[config.mk]
export PLATFORM = sky130hd
export DESIGN_NAME = fetch_decode_queue
export DESIGN_NICKNAME = d
export VERILOG_FILES = /design/src/rtl/fetch_decode_queue.sv
export SDC_FILE = /design/constraint.sdc
export NUM_CORES = 1
export LEC_CHECK = 0
export ABC_AREA = 1
export ABC_CLOCK_PERIOD_IN_PS = 6800
export BUFFER_PORTS_ARGS = -buffer_cell sky130_fd_sc_hd__buf_2
export CORE_MARGIN = 2
export CORE_UTILIZATION = 30
export DETAILED_ROUTE_END_ITERATION = 10
export RECOVER_POWER = 50
export SYNTH_ARGS = -nofsm -noshare
export SYNTH_HDL_FRONTEND = slang
export SYNTH_SLANG_ARGS = --single-unit
[constraint.sdc]
create_clock -name clk -period 6.8 [get_ports clk]
set_input_delay 0.68 -clock clk [delete_from_list [all_inputs] [get_ports clk]]
set_output_delay 0.68 -clock clk [all_outputs]
set_load 0.005 [all_outputs]
[src/rtl/fetch_decode_queue.sv]
// fetch_decode_queue: circular FIFO of {pc, instr} pairs between fetch and
// decode. The oldest entry is presented to decode; flush drops everything.
//
// Handshake: a transfer happens on a rising edge where valid && ready are
// both high. in_ready and out_valid depend only on the registered count and
// flush, never on in_valid/out_ready. While flush is high both are low, so
// nothing is pushed or popped that cycle.
module fetch_decode_queue #(
  parameter int DEPTH = 4,
  parameter int PC_W  = 32
) (
  input  logic                     clk,
  input  logic                     rst_n,
  input  logic                     flush,
  input  logic                     in_valid,
  output logic                     in_ready,
  input  logic [PC_W-1:0]          in_pc,
  input  logic [31:0]              in_instr,
  output logic                     out_valid,
  input  logic                     out_ready,
  output logic [PC_W-1:0]          out_pc,
  output logic [31:0]              out_instr,
  output logic [$clog2(DEPTH):0]   count
);

  localparam int AW = $clog2(DEPTH);
  localparam int CW = AW + 1;
  localparam logic [CW-1:0] FULL_COUNT = CW'(DEPTH);
  localparam logic [31:0]   NOP_INSTR  = 32'h0000_0013;

  // Storage has no reset; only pointers and count define occupancy.
  logic [PC_W-1:0] r_mem_pc    [DEPTH];
  logic [31:0]     r_mem_instr [DEPTH];
  logic [AW-1:0]   r_wr_ptr;
  logic [AW-1:0]   r_rd_ptr;
  logic [CW-1:0]   r_count;

  logic            w_push;
  logic            w_pop;
  logic            w_in_ready;
  logic            w_out_valid;

  // Ready/valid come from registered count and flush only.
  always_comb begin
    w_in_ready  = (r_count != FULL_COUNT) && !flush;
    w_out_valid = (r_count != '0) && !flush;
    w_push      = in_valid && w_in_ready;
    w_pop       = w_out_valid && out_ready;
  end

  // Write the incoming pair into the slot at the write pointer.
  always_ff @(posedge clk) begin
    if (w_push) begin
      r_mem_pc[r_wr_ptr]    <= in_pc;
      r_mem_instr[r_wr_ptr] <= in_instr;
    end
  end

  // Pointers wrap naturally at DEPTH; flush empties the queue at the next edge.
  always_ff @(posedge clk or negedge rst_n) begin
    if (!rst_n) begin
      r_wr_ptr <= '0;
      r_rd_ptr <= '0;
      r_count  <= '0;
    end else if (flush) begin
      r_wr_ptr <= '0;
      r_rd_ptr <= '0;
      r_count  <= '0;
    end else begin
      if (w_push) r_wr_ptr <= r_wr_ptr + AW'(1);
      if (w_pop)  r_rd_ptr <= r_rd_ptr + AW'(1);
      case ({w_push, w_pop})
        2'b10:   r_count <= r_count + CW'(1);
        2'b01:   r_count <= r_count - CW'(1);
        default: r_count <= r_count;
      endcase
    end
  end

  // Head entry to decode; a NOP when nothing valid is presented.
  always_comb begin
    out_pc    = '0;
    out_instr = NOP_INSTR;
    if (w_out_valid) begin
      out_pc    = r_mem_pc[r_rd_ptr];
      out_instr = r_mem_instr[r_rd_ptr];
    end
  end

  assign in_ready  = w_in_ready;
  assign out_valid = w_out_valid;
  assign count     = r_count;

endmodule

==> results.yml <==
run_status:
  status: "complete, but fails checks"
  failed_checks: "max-capacitance violations, max-slew violations"
synth:
  syn_inst: 814
  syn-mean-instance-area_um2: 12.79
  ys_seq_elements: 263
  synth_nets: 888
  synth_area_um2: 10410
  ys_warn_count: 0
  seq_area_frac_synth_pct: 75.50
  ys_types: 25
clock_network:
  cts-resized-gates: 0
  cts_setup_buffers: 0
  cts_buffer_depth: 3
  cts.clk_slew.worst_paths_ps: 60
  numCtsBuffers: 28
  root_buffer: "clkbuf_16"
  cts_max_level: 1
  numClockSinks: 263
  cts_tree: "built"
  clock_latency_ps: 540
route:
  antenna_left: 0
  post_drt_wl_per_cell_um: 17.04
  routed_wl_mm: 24.23
  first_pass_iters: 6
  via_per_inst: 4.608
  vias: 6553
  drt_iter0_markers: 344
  drc: 0
critical_path:
  cpPeakStageDelay_ps: 3210
  crit_fanout: 64
  critPathTopFamily: "buffers and inverters"
  cp_num_buf_inv: 1
  critical-path-slowest-cell: "clkbuf_1"
  arrival_ps: 4990
  crit_type: "reg2reg"
  critPathRequiredTime_ps: 6820
  start_kind: "flop"
  endpoint_kind: "flop"
  crit_chain: "nor2_1 > nand2_1 > nand3_1 > nor2_4 > clkbuf_1"
floorplan:
  num_rows: 68
  io_pins: 138
  core_area_um2: 34370
  initial_core_util_pct: 30.30
  die_width_um: 190.3
  die_h_um: 190.3
  dieArea_um2: 36220
power_and_ir_drop:
  p_leak_nw: 4.242
  irDropWorstVdd_v: 0.0001998
  pwr_density_cell_nw_per_um2: 354.4
placed_design:
  dp_hpwl_mm: 12.62
  placed_cells: 1368
  placed_area_um2: 11480
  post-place-ws_ps: 3076
  gp_congestion: 0.6852
  port_buffers: 137
run:
  cap_violations: 2
min_path:
  holdCritPathClass: "in2reg"
grt:
  use_met2_pct: 23.19
  grt-ovfl-total: 0
  antenna_found_initial: 0
  grtUsageMet3_pct: 2.871
  grt_usage_pct: 13.12
  use_met1_pct: 16.23
  grt_pass1_wl_mm: 36.65
  grt_pass1_vias: 6412
  grt_max_degree: 84
  grt_busiest_layer: "met2"
sta:
  rsz0062_at_grt: "no"
  setup_violations: 0
  tns_ps: 0
  fin_worst_skew_ps: 12.01
  slew_violations: 85
  hold_viol_final: 0
  relSlewSlack_pct: -204.7
  tightest_slew_ps: 4570
  fmax_mhz: 201.1
  fin_crit_sh_pct: 73.12
  final.min_clock_period_ps: 4972
  fin_ws_ps: 1828
final_layout:
  fin_nets: 1018
  area_delta_synth_final_pct: 17.55
  layout_commonest_cell: "nor2_1"
  fin_cells: 1422
  final_cell_mix: "nor2_1, edfxtp_1, o21ai_0, clkbuf_1, buf_2"
  final_util_pct: 35.61
  drive_above_1_share_pct: 13.66
  fin_area_um2: 12240
==> synth_stat cells <==
| library cell | n | area [um^2] |
|---|---|---|
| nor2_4 | 1 | 11.26 |
| nand3_1 | 8 | 40.04 |
| o311ai_1 | 1 | 8.760 |
| a21oi_1 | 62 | 310.3 |
| inv_1 | 9 | 33.78 |
| buf_1 | 3 | 11.26 |
| nand2_4 | 2 | 22.52 |
| nor2_1 | 261 | 979.7 |
| ha_1 | 4 | 50.05 |
| buf_4 | 2 | 15.01 |
| dfrtp_1 | 7 | 175.2 |
| nor2_2 | 1 | 6.260 |
| buf_2 | 5 | 25.02 |
| clkbuf_1 | 23 | 86.33 |
| xnor2_1 | 1 | 8.760 |
| fa_1 | 1 | 20.02 |
| nand2_1 | 12 | 45.04 |
| buf_6 | 14 | 157.7 |
| edfxtp_1 | 256 | 7687 |
| o311ai_0 | 2 | 17.52 |
| o21ai_0 | 128 | 640.6 |
| inv_2 | 5 | 18.77 |
| nand3_2 | 1 | 10.01 |
| o31ai_1 | 1 | 7.510 |
| nand2_2 | 4 | 25.02 |
==> power breakdown <==
group | switching (mW) | internal [mW]
clock network | 0.601 | 0.815
logic | 0.650 | 0.295
registers | 0.0773 | 1.90
==> logic make-up (layout without fill, tap and decap cells) <==
logic type	after synthesis	in the layout	synth area share [%]
AND/OR/NAND/NOR	290	290	10.95
other	0	1	0
XOR/XNOR	1	1	0.08412
flip-flops	263	263	75.50
adder cells (fa/ha/maj)	5	5	0.6729
AO/OA/AOI/OAI	194	194	9.456
buffers and inverters	61	213	3.340
==> state kept, by name, indices dropped and copies added (netlist names) <==
name,flops
r_rd_ptr,2
r_mem_pc,128
count,3
r_wr_ptr,2
r_mem_instr,128
==> final cells by class <==
class	count	area (um^2)
Fill cell	3378	22130
Sequential cell	263	7868
Multi-Input combinational cell	490	2218
Clock buffer	38	759.5
Timing Repair Buffer	147	678.2
Tap cell	455	569.3
Clock inverter	14	92.59
Inverter	14	53.80
Antenna cell	1	2.502
==> timing repair <==
item | in CTS | in global routing
setup endpoints to repair | 0 | 0
hold buffers | 1 | 0
hold endpoints to repair | 7 | 0
==> path summary, 6_finish.rpt <==
check / from / endpoint / cells past startpoint / slack, ps
setup / recovery: count[0]$_DFFE_PN0P_ / r_mem_instr[3][16]$_DFFE_PP_ / 5 / 1830
min in group asynchronous: rst_n / r_rd_ptr[0]$_DFFE_PN0P_ / 2 / 660
hold / removal: in_pc[20] / r_mem_pc[3][20]$_DFFE_PP_ / 1 / 390
hold reg to reg: r_wr_ptr[0]$_DFFE_PN0P_ / r_wr_ptr[0]$_DFFE_PN0P_ / 1 / 570
max in group asynchronous: rst_n / r_rd_ptr[0]$_DFFE_PN0P_ / 2 / 5700
setup reg to reg: count[0]$_DFFE_PN0P_ / r_mem_instr[3][16]$_DFFE_PP_ / 5 / 1830
==> per-layer routing <==
| metal | wire, um | share of wire (%) |
|---|---|---|
| met1 | 10570 | 44 |
| met3 | 1325 | 5.5 |
| met4 | 594 | 2.5 |
| met2 | 11740 | 48 |
| met5 | 0 | 0 |
==> metrics by stage <==
step,hold WS [ps],power (mW)
after CTS,316.9,4.415
final,386.1,4.339
after global placement,550.6,2.966
after floorplan,384.4,2.655
after detailed placement,555.9,2.986
after global routing,379.3,4.580
Note: power is estimated with default switching activity, not from simulation.
